==> config.mk <==
export PLATFORM = sky130hd
export DESIGN_NAME = sram_bist_ctrl
export DESIGN_NICKNAME = d
export VERILOG_FILES = /design/src/rtl/sram_bist_pkg.sv /design/src/rtl/sram_bist_rdpipe.sv /design/src/rtl/sram_bist_ctrl.sv
export SDC_FILE = /design/constraint.sdc
export NUM_CORES = 1
export LEC_CHECK = 0
export CELL_PAD_IN_SITES_DETAIL_PLACEMENT = 1
export CELL_PAD_IN_SITES_GLOBAL_PLACEMENT = 1
export CORE_AREA = 2 2 287 289
export CTS_CLUSTER_SIZE = 24
export DETAILED_ROUTE_END_ITERATION = 8
export DIE_AREA = 0 0 289 291
export PLACE_DENSITY = 0.66
export SLEW_MARGIN = 20
export SYNTH_ARGS = -nofsm -noshare
export SYNTH_HDL_FRONTEND = slang
export SYNTH_SLANG_ARGS = --single-unit
export TNS_END_PERCENT = 30
==> constraint.sdc <==
create_clock -name clk -period 4.9 [get_ports clk]
set_input_delay 0.98 -clock clk [delete_from_list [all_inputs] [get_ports clk]]
set_output_delay 0.98 -clock clk [all_outputs]
set_load 0.02 [all_outputs]
==> src/rtl/sram_bist_pkg.sv <==
// rtl/sram_bist_pkg.sv - shared types and March C- element tables for the SRAM BIST engine
package sram_bist_pkg;

    typedef enum logic [1:0] {
        ST_IDLE  = 2'd0,
        ST_RUN   = 2'd1,
        ST_DRAIN = 2'd2,
        ST_DONE  = 2'd3
    } bist_state_e;

    typedef enum logic [2:0] {
        ELEM_M0 = 3'd0,
        ELEM_M1 = 3'd1,
        ELEM_M2 = 3'd2,
        ELEM_M3 = 3'd3,
        ELEM_M4 = 3'd4,
        ELEM_M5 = 3'd5
    } march_elem_e;

    // Bit i of each table describes element Mi; "one" means the inverted background.
    localparam logic [7:0] ELEM_UP     = 8'b0000_0111;
    localparam logic [7:0] ELEM_HAS_RD = 8'b0011_1110;
    localparam logic [7:0] ELEM_HAS_WR = 8'b0001_1111;
    localparam logic [7:0] ELEM_RD_ONE = 8'b0001_0100;
    localparam logic [7:0] ELEM_WR_ONE = 8'b0000_1010;

    function automatic logic elem_flag(input logic [7:0] tbl, input march_elem_e e);
        return tbl[e];
    endfunction

endpackage

==> src/rtl/sram_bist_rdpipe.sv <==
// rtl/sram_bist_rdpipe.sv - read-latency pipe carrying expected data, address and element of each read
module sram_bist_rdpipe
    import sram_bist_pkg::*;
#(
    parameter int DATA_SIZE = 32,
    parameter int ADDR_SIZE = 16,
    parameter int RD_LAT    = 1
) (
    input  logic                 clk,
    input  logic                 resetn,
    input  logic                 flush,
    input  logic                 in_valid,
    input  logic [DATA_SIZE-1:0] in_expected,
    input  logic [ADDR_SIZE-1:0] in_addr,
    input  march_elem_e          in_elem,
    output logic                 out_valid,
    output logic [DATA_SIZE-1:0] out_expected,
    output logic [ADDR_SIZE-1:0] out_addr,
    output march_elem_e          out_elem,
    output logic                 pending
);

    logic [RD_LAT-1:0]    vld_q;
    logic [DATA_SIZE-1:0] exp_q  [RD_LAT];
    logic [ADDR_SIZE-1:0] addr_q [RD_LAT];
    march_elem_e          elem_q [RD_LAT];

    always_ff @(posedge clk or negedge resetn) begin
        if (!resetn) begin
            vld_q <= '0;
            for (int i = 0; i < RD_LAT; i++) begin
                exp_q[i]  <= '0;
                addr_q[i] <= '0;
                elem_q[i] <= ELEM_M0;
            end
        end else begin
            vld_q[0]  <= in_valid && !flush;
            exp_q[0]  <= in_expected;
            addr_q[0] <= in_addr;
            elem_q[0] <= in_elem;
            for (int i = 1; i < RD_LAT; i++) begin
                vld_q[i]  <= vld_q[i-1] && !flush;
                exp_q[i]  <= exp_q[i-1];
                addr_q[i] <= addr_q[i-1];
                elem_q[i] <= elem_q[i-1];
            end
        end
    end

    // Reads still travelling behind the stage being compared this cycle.
    always_comb begin
        pending = 1'b0;
        for (int i = 0; i < RD_LAT - 1; i++) begin
            pending = pending | vld_q[i];
        end
    end

    assign out_valid    = vld_q[RD_LAT-1];
    assign out_expected = exp_q[RD_LAT-1];
    assign out_addr     = addr_q[RD_LAT-1];
    assign out_elem     = elem_q[RD_LAT-1];

endmodule

==> src/rtl/sram_bist_ctrl.sv <==
// rtl/sram_bist_ctrl.sv - March C- BIST master for one selected macro on the shared SRAM port-0 bus
module sram_bist_ctrl
    import sram_bist_pkg::*;
#(
    parameter int ADDR_SIZE  = 16,
    parameter int DATA_SIZE  = 32,
    parameter int WMASK_SIZE = 4,
    parameter int NUM_SRAMS  = 16,
    parameter int RD_LAT     = 1,
    parameter int ERR_W      = 16,
    localparam int SEL_W     = (NUM_SRAMS > 1) ? $clog2(NUM_SRAMS) : 1
) (
    input  logic                           clk,
    input  logic                           resetn,
    input  logic                           start,
    input  logic                           abort,
    input  logic [SEL_W-1:0]               sram_sel,
    input  logic [ADDR_SIZE-1:0]           addr_max,
    input  logic [DATA_SIZE-1:0]           data_mask,
    input  logic [DATA_SIZE-1:0]           pattern,
    input  logic [NUM_SRAMS*DATA_SIZE-1:0] sram_dout,
    output logic [ADDR_SIZE-1:0]           addr0,
    output logic [DATA_SIZE-1:0]           din0,
    output logic                           web0,
    output logic [WMASK_SIZE-1:0]          wmask0,
    output logic [NUM_SRAMS-1:0]           csb0,
    output logic                           busy,
    output logic                           done,
    output logic                           pass,
    output logic [ERR_W-1:0]               err_count,
    output logic [ADDR_SIZE-1:0]           fail_addr,
    output logic [2:0]                     fail_element,
    output logic [DATA_SIZE-1:0]           fail_data
);

    bist_state_e          state_q, state_d;
    march_elem_e          elem_q, elem_nxt, fail_elem_q;
    logic                 phase_q;
    logic [ADDR_SIZE-1:0] addr_q, addr_max_q, fail_addr_q;
    logic [SEL_W-1:0]     sel_q;
    logic [DATA_SIZE-1:0] mask_q, pattern_q, fail_data_q;
    logic [ERR_W-1:0]     err_q;

    logic                 op_active, op_read, op_write, bg_one;
    logic                 last_op_here, last_addr, last_op_all, start_ok, pipe_flush;
    logic [DATA_SIZE-1:0] op_data, dout_sel, cmp_diff;
    logic                 pipe_vld, pipe_pending, mismatch;
    logic [DATA_SIZE-1:0] pipe_exp;
    logic [ADDR_SIZE-1:0] pipe_addr;
    march_elem_e          pipe_elem;

    assign op_active    = (state_q == ST_RUN);
    assign op_read      = op_active && elem_flag(ELEM_HAS_RD, elem_q) && !phase_q;
    assign op_write     = op_active && !op_read;
    assign bg_one       = op_read ? elem_flag(ELEM_RD_ONE, elem_q) : elem_flag(ELEM_WR_ONE, elem_q);
    assign op_data      = bg_one ? ~pattern_q : pattern_q;
    assign last_op_here = phase_q || !(elem_flag(ELEM_HAS_RD, elem_q) && elem_flag(ELEM_HAS_WR, elem_q));
    assign last_addr    = elem_flag(ELEM_UP, elem_q) ? (addr_q == addr_max_q) : (addr_q == '0);
    assign last_op_all  = last_op_here && last_addr && (elem_q == ELEM_M5);
    assign elem_nxt     = march_elem_e'(elem_q + 3'd1);
    assign start_ok     = start && !abort && (state_q == ST_IDLE || state_q == ST_DONE);
    assign pipe_flush   = abort && (state_q == ST_RUN || state_q == ST_DRAIN);

    always_comb begin
        state_d = state_q;
        case (state_q)
            ST_IDLE, ST_DONE: if (start_ok) state_d = ST_RUN;
            ST_RUN: begin
                if (abort)            state_d = ST_IDLE;
                else if (last_op_all) state_d = ST_DRAIN;
            end
            ST_DRAIN: begin
                if (abort)             state_d = ST_IDLE;
                else if (!pipe_pending) state_d = ST_DONE;
            end
            default: state_d = ST_IDLE;
        endcase
    end

    always_ff @(posedge clk or negedge resetn) begin
        if (!resetn) state_q <= ST_IDLE;
        else         state_q <= state_d;
    end

    // Sequencer: phase steps r->w within an address, then address, then element.
    always_ff @(posedge clk or negedge resetn) begin
        if (!resetn) begin
            elem_q     <= ELEM_M0;
            phase_q    <= 1'b0;
            addr_q     <= '0;
            sel_q      <= '0;
            addr_max_q <= '0;
            mask_q     <= '0;
            pattern_q  <= '0;
        end else if (start_ok) begin
            elem_q     <= ELEM_M0;
            phase_q    <= 1'b0;
            addr_q     <= '0;
            sel_q      <= sram_sel;
            addr_max_q <= addr_max;
            mask_q     <= data_mask;
            pattern_q  <= pattern;
        end else if (op_active && !abort) begin
            if (!last_op_here) begin
                phase_q <= 1'b1;
            end else begin
                phase_q <= 1'b0;
                if (!last_addr) begin
                    addr_q <= elem_flag(ELEM_UP, elem_q) ? addr_q + ADDR_SIZE'(1) : addr_q - ADDR_SIZE'(1);
                end else if (elem_q != ELEM_M5) begin
                    elem_q <= elem_nxt;
                    addr_q <= elem_flag(ELEM_UP, elem_nxt) ? '0 : addr_max_q;
                end
            end
        end
    end

    sram_bist_rdpipe #(
        .DATA_SIZE (DATA_SIZE),
        .ADDR_SIZE (ADDR_SIZE),
        .RD_LAT    (RD_LAT)
    ) u_rdpipe (
        .clk          (clk),
        .resetn       (resetn),
        .flush        (pipe_flush),
        .in_valid     (op_read),
        .in_expected  (op_data),
        .in_addr      (addr_q),
        .in_elem      (elem_q),
        .out_valid    (pipe_vld),
        .out_expected (pipe_exp),
        .out_addr     (pipe_addr),
        .out_elem     (pipe_elem),
        .pending      (pipe_pending)
    );

    always_comb begin
        dout_sel = '0;
        for (int i = 0; i < NUM_SRAMS; i++) begin
            if (sel_q == SEL_W'(i)) dout_sel = sram_dout[i*DATA_SIZE +: DATA_SIZE];
        end
    end

    assign cmp_diff = (dout_sel ^ pipe_exp) & mask_q;
    assign mismatch = pipe_vld && (cmp_diff != '0);

    // err_q == 0 doubles as "no mismatch yet", since the counter never wraps.
    always_ff @(posedge clk or negedge resetn) begin
        if (!resetn) begin
            err_q       <= '0;
            fail_addr_q <= '0;
            fail_elem_q <= ELEM_M0;
            fail_data_q <= '0;
        end else if (start_ok) begin
            err_q       <= '0;
            fail_addr_q <= '0;
            fail_elem_q <= ELEM_M0;
            fail_data_q <= '0;
        end else if (mismatch) begin
            if (err_q != '1) err_q <= err_q + ERR_W'(1);
            if (err_q == '0) begin
                fail_addr_q <= pipe_addr;
                fail_elem_q <= pipe_elem;
                fail_data_q <= cmp_diff;
            end
        end
    end

    always_comb begin
        csb0 = '1;
        for (int i = 0; i < NUM_SRAMS; i++) begin
            if (op_active && sel_q == SEL_W'(i)) csb0[i] = 1'b0;
        end
    end

    assign addr0        = op_active ? addr_q : '0;
    assign din0         = op_write ? op_data : '0;
    assign web0         = !op_write;
    assign wmask0       = op_write ? '1 : '0;
    assign busy         = (state_q == ST_RUN) || (state_q == ST_DRAIN);
    assign done         = (state_q == ST_DONE);
    assign pass         = done && (err_q == '0);
    assign err_count    = err_q;
    assign fail_addr    = fail_addr_q;
    assign fail_element = fail_elem_q;
    assign fail_data    = fail_data_q;

endmodule
* After elaboration in Yosys (flattened, before gate mapping)
Memories as Yosys holds them, arrays and structs flattened.
Index checks and enable logic that the tools add are counted.
** Word-level totals
- Logic and storage cells :: 188
- Bits in latches :: 0
- Input port bits :: 600
- Memory bits (read-only) :: 48
- Memory bits (writable) :: 0
- Flip-flop bits (word level) :: 225
- Memories kept :: 6
** Memory list
- (no name shown) :: words 8, bits a word 1, read ports 1, clocked after Yosys merged registers in 0, wr ports 0, line sram_bist_pkg.sv:28 : return tbl[e];
- (no name shown) :: words 8, bits a word 1, read ports 1, clocked after Yosys merged registers in 0, wr ports 0, line sram_bist_pkg.sv:28
- (no name shown) :: words 8, bits a word 1, read ports 1, clocked after Yosys merged registers in 0, wr ports 0, line sram_bist_pkg.sv:28
- (no name shown) :: words 8, bits a word 1, read ports 1, clocked after Yosys merged registers in 0, wr ports 0, line sram_bist_pkg.sv:28
- (no name shown) :: words 8, bits a word 1, read ports 1, clocked after Yosys merged registers in 0, wr ports 0, line sram_bist_pkg.sv:28
- (no name shown) :: words 8, bits a word 1, read ports 1, clocked after Yosys merged registers in 0, wr ports 0, line sram_bist_pkg.sv:28
** Operators by class
- Shift-type cells :: 0
- Bitwise logic cells :: 3
- Magnitude comparators :: 2
- Div/mod/pow operators :: 0
- Equal/unequal tests :: 25
- $add $sub $neg :: 4
- Reductions and logical operators :: 56
- Muxes and demuxes :: 76
- $mul :: 0
** Operators with widths (number)
- $mux 32 :: 21
- $mux 16 :: 14
- $add 16x1->16 const B :: 2
- $and 32x32->32 :: 1
- $eq 4x4->1 const B :: 8
- $logic_not 16->1 :: 2
- $not 32->32 :: 1
- $reduce_bool 32->1 :: 1
- $xor 32x32->32 :: 1
- $logic_and 1x1->1 :: 29
- $mux 1 :: 27
- $mux 3 :: 8
- $eq 16x16->1 :: 1
- $eq 4x3->1 const B :: 4
- $ne 16x16->1 const B :: 1
- $sub 16x1->16 const B :: 1
- $reduce_bool 2->1 :: 7
- $eq 4x2->1 const B :: 2
- $lt 3x4->1 const B :: 2
- $mux 2 :: 4
- $logic_not 1->1 :: 6
- $pmux 2 s3 :: 1
- $reduce_and 2->1 :: 3
- $eq 2x2->1 const B :: 2
- 15 further kinds :: 17

* Longest topological paths before layout
Gate-level depths: netlist of the first run.
- Depth after elaboration :: 23
- Mapped depth :: 20
- Gate-level depth less buffers :: 16

* Cells and area by module
From an unflattened synthesis of the first run, not the netlist that was laid out.
** Unflattened totals
- Cell total of the unflattened synthesis :: 2009
- Area total of the unflattened synthesis :: 16509.6 um^2
** Modules (own cells, without submodules)
- sram_bist_ctrl :: cells each 1954, area an instance 15183.3 um^2, instances 1
- sram_bist_rdpipe :: cells each 55, area an instance 1326.3 um^2, instances 1

* Least setup slack after synthesis of the first run
Ideal clock, no wire load.
- Kind :: register to register
- From :: register elem_q[1]
- To :: register addr_q[14]
- Data required time :: 4.796 ns
- Stages on the path, launching flop included :: 17
- Slack :: 1.456 ns
- Setup time :: 0.104 ns
- Clock period less this slack :: 3.444 ns
- Buffers on the path :: 0
- Arrival :: 3.340 ns
- Cell sequence :: dfrtp_1 -> ha_1 -> inv_1 -> ha_1 -> inv_1 -> ha_1 -> nor2b_1 -> o21ai_0 -> a21boi_0 -> o21ai_0 -> a21oi_1 -> o2111ai_1 -> nand3_1 -> o41ai_1 -> o211ai_1 -> xnor2_1 -> a221oi_1
** On the way
- Longest elaborated chain between the ends :: 9
** RTL lines
- from (decl) :: line sram_bist_ctrl.sv:37 : march_elem_e elem_q, elem_nxt, fail_elem_q;
- from (signal assigned) :: line sram_bist_ctrl.sv:111 : elem_q <= elem_nxt;
- $add 3x1->3 :: line sram_bist_ctrl.sv:60 : assign elem_nxt = march_elem_e'(elem_q + 3'd1);
- $mem_v2 8x1
- $mux 1 (not written as such) :: line sram_bist_pkg.sv:28
- $mux 16 :: line sram_bist_ctrl.sv:112 : addr_q <= elem_flag(ELEM_UP, elem_nxt) ? '0 : addr_max_q;
- $mux 16 :: line sram_bist_ctrl.sv:110 : end else if (elem_q != ELEM_M5) begin
- $mux 16 :: line sram_bist_ctrl.sv:108 : if (!last_addr) begin
- $mux 16 :: line sram_bist_ctrl.sv:104 : if (!last_op_here) begin
- $mux 16 :: line sram_bist_ctrl.sv:103 : end else if (op_active && !abort) begin
- $mux 16 :: line sram_bist_ctrl.sv:95 : end else if (start_ok) begin
- to (signal assigned) :: line sram_bist_ctrl.sv:109 : addr_q <= elem_flag(ELEM_UP, elem_q) ? addr_q + ADDR_SIZE'(1) : addr_q - ADDR_SIZE'(1);
- to (signal assigned) :: line sram_bist_ctrl.sv:112
- to (decl) :: line sram_bist_ctrl.sv:39 : logic [ADDR_SIZE-1:0] addr_q, addr_max_q, fail_addr_q;
Several ways; a longest one is shown, not always the timed one. The select of a mux whose other input is x is not followed.
A chain may end at the register's enable or synchronous reset.

* Final worst setup path of the first run
- From :: register sel_q[2]
- To :: register fail_data_q[3] (netlist: fail_data[3])
** On the way
- Longest elaborated chain between the ends :: 23
** RTL lines
- from (decl) :: line sram_bist_ctrl.sv:40 : logic [SEL_W-1:0] sel_q;
- from (signal assigned) :: line sram_bist_ctrl.sv:99 : sel_q <= sram_sel;
- $logic_not 4->1 :: line sram_bist_ctrl.sv:140 : if (sel_q == SEL_W'(i)) dout_sel = sram_dout[i*DATA_SIZE +: DATA_SIZE];
- $mux 32 (15 in a row) :: line sram_bist_ctrl.sv:140
- $mux 32 (*) :: line sram_bist_ctrl.sv:140
- $xor 32x32->32 (*) :: line sram_bist_ctrl.sv:144 : assign cmp_diff = (dout_sel ^ pipe_exp) & mask_q;
- $and 32x32->32 (*) :: line sram_bist_ctrl.sv:144
- $reduce_bool 32->1 :: line sram_bist_ctrl.sv:145 : assign mismatch = pipe_vld && (cmp_diff != '0);
- $logic_and 1x1->1 :: line sram_bist_ctrl.sv:145
- $reduce_bool 2->1 (no source line)
- $reduce_and 2->1 (no source line)
- to (signal assigned) :: line sram_bist_ctrl.sv:164 : fail_data_q <= cmp_diff;
- to (decl) :: line sram_bist_ctrl.sv:41 : logic [DATA_SIZE-1:0] mask_q, pattern_q, fail_data_q;
Mark *: on every way between the ends. The rest lies on a longest branch, timed or not. The select of a mux whose other input is x is not followed.

==> results.sh, run 1 <==
export IMPL_cts_tree="yes"
export IMPL_numClockSinks=225
export IMPL_cp_arrival_ns=5.05
export IMPL_num_io_pins=739
export IMPL_hold_viol_final=0
export IMPL_dp_hpwl_um=93700
export IMPL_postPlaceCellArea_mm2=0.0253
export IMPL_p_per_area_mw_per_mm2=642
export IMPL_drtPass1Iterations=5
export IMPL_finClkSkew_ns=0.0318
export IMPL_nets=3255
export IMPL_final_core_util=0.324
export IMPL_critPathMaxFanout=30
export IMPL_ff_latch_area_mm2=0.00564
export IMPL_fmax_ghz=0.215
export IMPL_top_layer="met5"
export IMPL_drt_met1_wl_um=46600
export IMPL_synth_top_area_frac=0.343
export IMPL_postLayoutCellArea_mm2=0.0263
export IMPL_synth_area_leaders="dfrtp_1 (34%), mux2i_1 (9.9%), nand2_1 (8.3%)"
export IMPL_crit_path_end_kind="flop"
export IMPL_synth_edf_count=0
export IMPL_vdd_ir_drop_max_mv=0.323
export IMPL_grt_max_degree=125
export IMPL_routed_via_count=18262
export IMPL_die_h_um=291
export IMPL_drive_gt1_frac=0.0955
export IMPL_rsz0062_at_grt="no"
export IMPL_tightest_slew_ns=0.926
export IMPL_dieArea_mm2=0.0841
export IMPL_area_delta_synth_final_pct=60.1
export IMPL_slew_limit_headroom=0.383
export IMPL_gp_congestion=0.949
export IMPL_async_flop_share=1.00
export IMPL_setup_violations=0
export IMPL_criticalPathCategory="reg2reg"
export IMPL_fp_row_count=105
export IMPL_yosysSeqAreaShare=0.343
export IMPL_clock_power_share=0.130
export IMPL_p_sw_mw=8.46
export IMPL_start_util=0.202
export IMPL_path_cells="nor2b_2 > o221ai_1 > a211oi_1 > a221oi_1 > buf_4 > o21ai_1 > mux2i_1 > nor4_1 > and4_1 > a211oi_4 > buf_12 > buf_12 > mux2i_1 > nor2_1"
export IMPL_drv_cap=0
export IMPL_drt_initial_drc_count=1156
export IMPL_synthCells=1908
export IMPL_die_w_um=289
export IMPL_status="finished clean"
export IMPL_dr_wl_met2_um=53600
export IMPL_tns_ns=0
export IMPL_multi_input_area_mm2=0.00980
export IMPL_drc=0
export IMPL_maxSlewViolCount=0
export IMPL_clockBufferDepth=3
export IMPL_critPathBufInv=3
export IMPL_required_ns=5.29
export IMPL_grt_util_all_layers=0.260
export IMPL_p_int_mw=8.42
export IMPL_cts_htree_levels=1
export IMPL_synth_most_common_cell="nand2_1"
export IMPL_cts_inserted_buffers=27
export IMPL_clk_pin_slew_ns=0.06
export IMPL_yosysWarningCount=0
export IMPL_wl_um=113000
export IMPL_antenna_found_initial=53
export IMPL_synth_cell_types=95
export IMPL_fill_cells=9490
export IMPL_synthTopCellsByCount="nand2_1 (365), dfrtp_1 (225), mux2i_1 (162), nor2_1 (136), a21oi_1 (101)"
export IMPL_synth_nets=2534
export IMPL_dr_wl_met3_um=8010
export IMPL_p_comb_frac=0.661
export IMPL_ant_nets=0
export IMPL_max_stage_delay_ns=0.83
export IMPL_crit_slowest_cell="dfrtp_2"
export IMPL_viasPerCell=4.86
export IMPL_min_period_ns=4.65
export IMPL_grt_pass1_wl_um=154000
export IMPL_core_mm2=0.0812
export IMPL_fin_crit_sh=0.950
export IMPL_holdCritPathClass="in2async"
export IMPL_synth_area_leader_cell="dfrtp_1"
export IMPL_power_leakage_nw=10.9
export IMPL_ys_flop_type="dfrtp_1"
export IMPL_cts_root_buf="clkbuf_16"
export IMPL_start_kind="flop"
export IMPL_numPortBuffers=738
export IMPL_synth_area_mm2=0.0164
export IMPL_grt_pass1_vias=18977
export IMPL_ys_ff_latch=225
export IMPL_cts_hold_buf=0
export IMPL_switching_share=0.501
export IMPL_critPathTopFamily="compound AO/OA/AOI/OAI gates"
export IMPL_clk_latency_ns=0.56
export IMPL_wl_per_cell_um=30.2
export IMPL_avgSynthCellArea_um2=8.61
export IMPL_grt_overflow=0
export IMPL_sequentialPowerShare=0.209
## per-stage QoR
stage | worst slack (ns) | instances | total power [mW] | hold slack, ns
2_1_floorplan | 1.46 | 1908 | 9.41 | 0.352
3_3_place_gp | 0.0612 | 3670 | 14.7 | 0.449
3_5_place_dp | 0.103 | 3670 | 14.8 | 0.450
4_1_cts | 0.248 | 3720 | 17.1 | 0.456
5_1_grt | 0.0745 | 3749 | 17.9 | 0.492
6_report | 0.246 | 3755 | 16.9 | 0.414
## timing repair
item	in CTS	in global routing
gates resized for setup	0	1
buffers inserted	0	0
setup endpoints to repair	0	48
## area by class of cell
cell class,instances,area share
sequential,225,0.214
timing repair buffer,842,0.317
inverter,34,0.00485
clock inverter,16,0.00799
antenna,35,0.00333
clock buffer,34,0.0286
multi-input combinational,1499,0.373
tap,1070,0.0509
## power groups by stage
stage          clock network, mW  registers (mW)  logic (mW)
2_1_floorplan                  0            3.32        6.09
3_3_place_gp                   0            3.56        11.1
3_5_place_dp                   0            3.57        11.2
4_1_cts                     2.27            3.55        11.3
5_1_grt                     2.33            3.64        11.9
6_report                    2.19            3.53        11.2
## worst paths after layout
kind | startpoint | endpoint | slack [ns] | cells past startpoint
max | sel_q[2]$_DFFE_PN0P_ | fail_data[3]$_DFFE_PN0P_ | 0.25 | 14
min | resetn | u_rdpipe.out_addr[7]$_DFF_PN0_ | 0.41 | 1
max reg2reg | sel_q[2]$_DFFE_PN0P_ | fail_data[3]$_DFFE_PN0P_ | 0.25 | 14
min reg2reg | mask_q[21]$_DFFE_PN0P_ | mask_q[21]$_DFFE_PN0P_ | 0.46 | 2
max in group asynchronous | resetn | fail_data[19]$_DFFE_PN0P_ | 3.34 | 2
min in group clk | mask_q[21]$_DFFE_PN0P_ | mask_q[21]$_DFFE_PN0P_ | 0.46 | 2
## logic make-up (layout without fill, tap and decap cells)
logic type / Yosys count / after routing / synth area share
compound gates: 416 / 416 / 0.171
flops: 225 / 225 / 0.343
fa+ha+maj: 26 / 26 / 0.0203
other cells: 0 / 35 / 0
buf+inv: 184 / 926 / 0.0647
xor+xnor: 72 / 72 / 0.0384
simple gates: 770 / 770 / 0.218
mux: 215 / 215 / 0.146
## flip-flops by register name, indices dropped and copies added (netlist names)
register and cells:
u_rdpipe.out_addr 16, pattern_q 32, mask_q 32, err_count 16
u_rdpipe.out_valid 1, sel_q 4, state_q 2, addr_max_q 16
elem_q 3, u_rdpipe.out_expected 32, fail_addr 16, fail_data 32
fail_element 3, u_rdpipe.out_elem 3, addr_q 16, phase_q 1
## cells in the final DEF, fill, tap and decap left out, types with 11 or more instances in the layout
| cell | count |
|---|---|
| nor4_1 | 13 |
| and2_1 | 60 |
| mux2_2 | 33 |
| xnor2_1 | 32 |
| buf_12 | 16 |
| nand2b_1 | 39 |
| clkbuf_16 | 27 |
| nand3_1 | 47 |
| o221ai_1 | 16 |
| nor2_1 | 134 |
| dfrtp_1 | 221 |
| buf_4 | 100 |
| o31ai_1 | 15 |
| inv_1 | 32 |
| xor2_1 | 40 |
| a21oi_1 | 100 |
| diode_2 | 35 |
| mux2i_1 | 162 |
| a22oi_1 | 13 |
| o21ai_1 | 11 |
| nand4_1 | 12 |
| nor2b_1 | 13 |
| o21ai_0 | 70 |
| mux4_2 | 15 |
| a211oi_1 | 20 |
| ha_1 | 25 |
| o22ai_1 | 42 |
| a2bb2oi_1 | 11 |
| clkdlybuf4s50_1 | 725 |
| nand2_1 | 364 |
| and3_1 | 13 |
| nor3_1 | 18 |
| nand3b_1 | 11 |
## routing by layer
layer | track usage | vias to the layer above
li1 | - | 8262
met1 | 0.322 | 9149
met2 | 0.426 | 669
met3 | 0.0544 | 166
met4 | 0.128 | 16
met5 | 0 | -
Power figures use the tool's default switching activity.
==> inputs of run 2 (changes only) <==
--- a/config.mk
+++ b/config.mk
@@ -5,6 +5,7 @@
 export SDC_FILE = /design/constraint.sdc
 export NUM_CORES = 1
 export LEC_CHECK = 0
+export ABC_CLOCK_PERIOD_IN_PS = 4900
 export CELL_PAD_IN_SITES_DETAIL_PLACEMENT = 1
 export CELL_PAD_IN_SITES_GLOBAL_PLACEMENT = 1
 export CORE_AREA = 2 2 287 289
==> results of run 2 <==
Final layout, timing and power as in run 1 (identical DEF).
==> inputs of run 3 (changes only) <==
--- a/config.mk
+++ b/config.mk
@@ -5,7 +5,6 @@
 export SDC_FILE = /design/constraint.sdc
 export NUM_CORES = 1
 export LEC_CHECK = 0
-export ABC_CLOCK_PERIOD_IN_PS = 4900
 export CELL_PAD_IN_SITES_DETAIL_PLACEMENT = 1
 export CELL_PAD_IN_SITES_GLOBAL_PLACEMENT = 1
 export CORE_AREA = 2 2 287 289
@@ -13,6 +12,7 @@
 export DETAILED_ROUTE_END_ITERATION = 8
 export DIE_AREA = 0 0 289 291
 export PLACE_DENSITY = 0.66
+export SKIP_CTS_REPAIR_TIMING = 1
 export SLEW_MARGIN = 20
 export SYNTH_ARGS = -nofsm -noshare
 export SYNTH_HDL_FRONTEND = slang
==> results of run 3 <==
Final layout, timing and power as in run 1 (identical DEF).
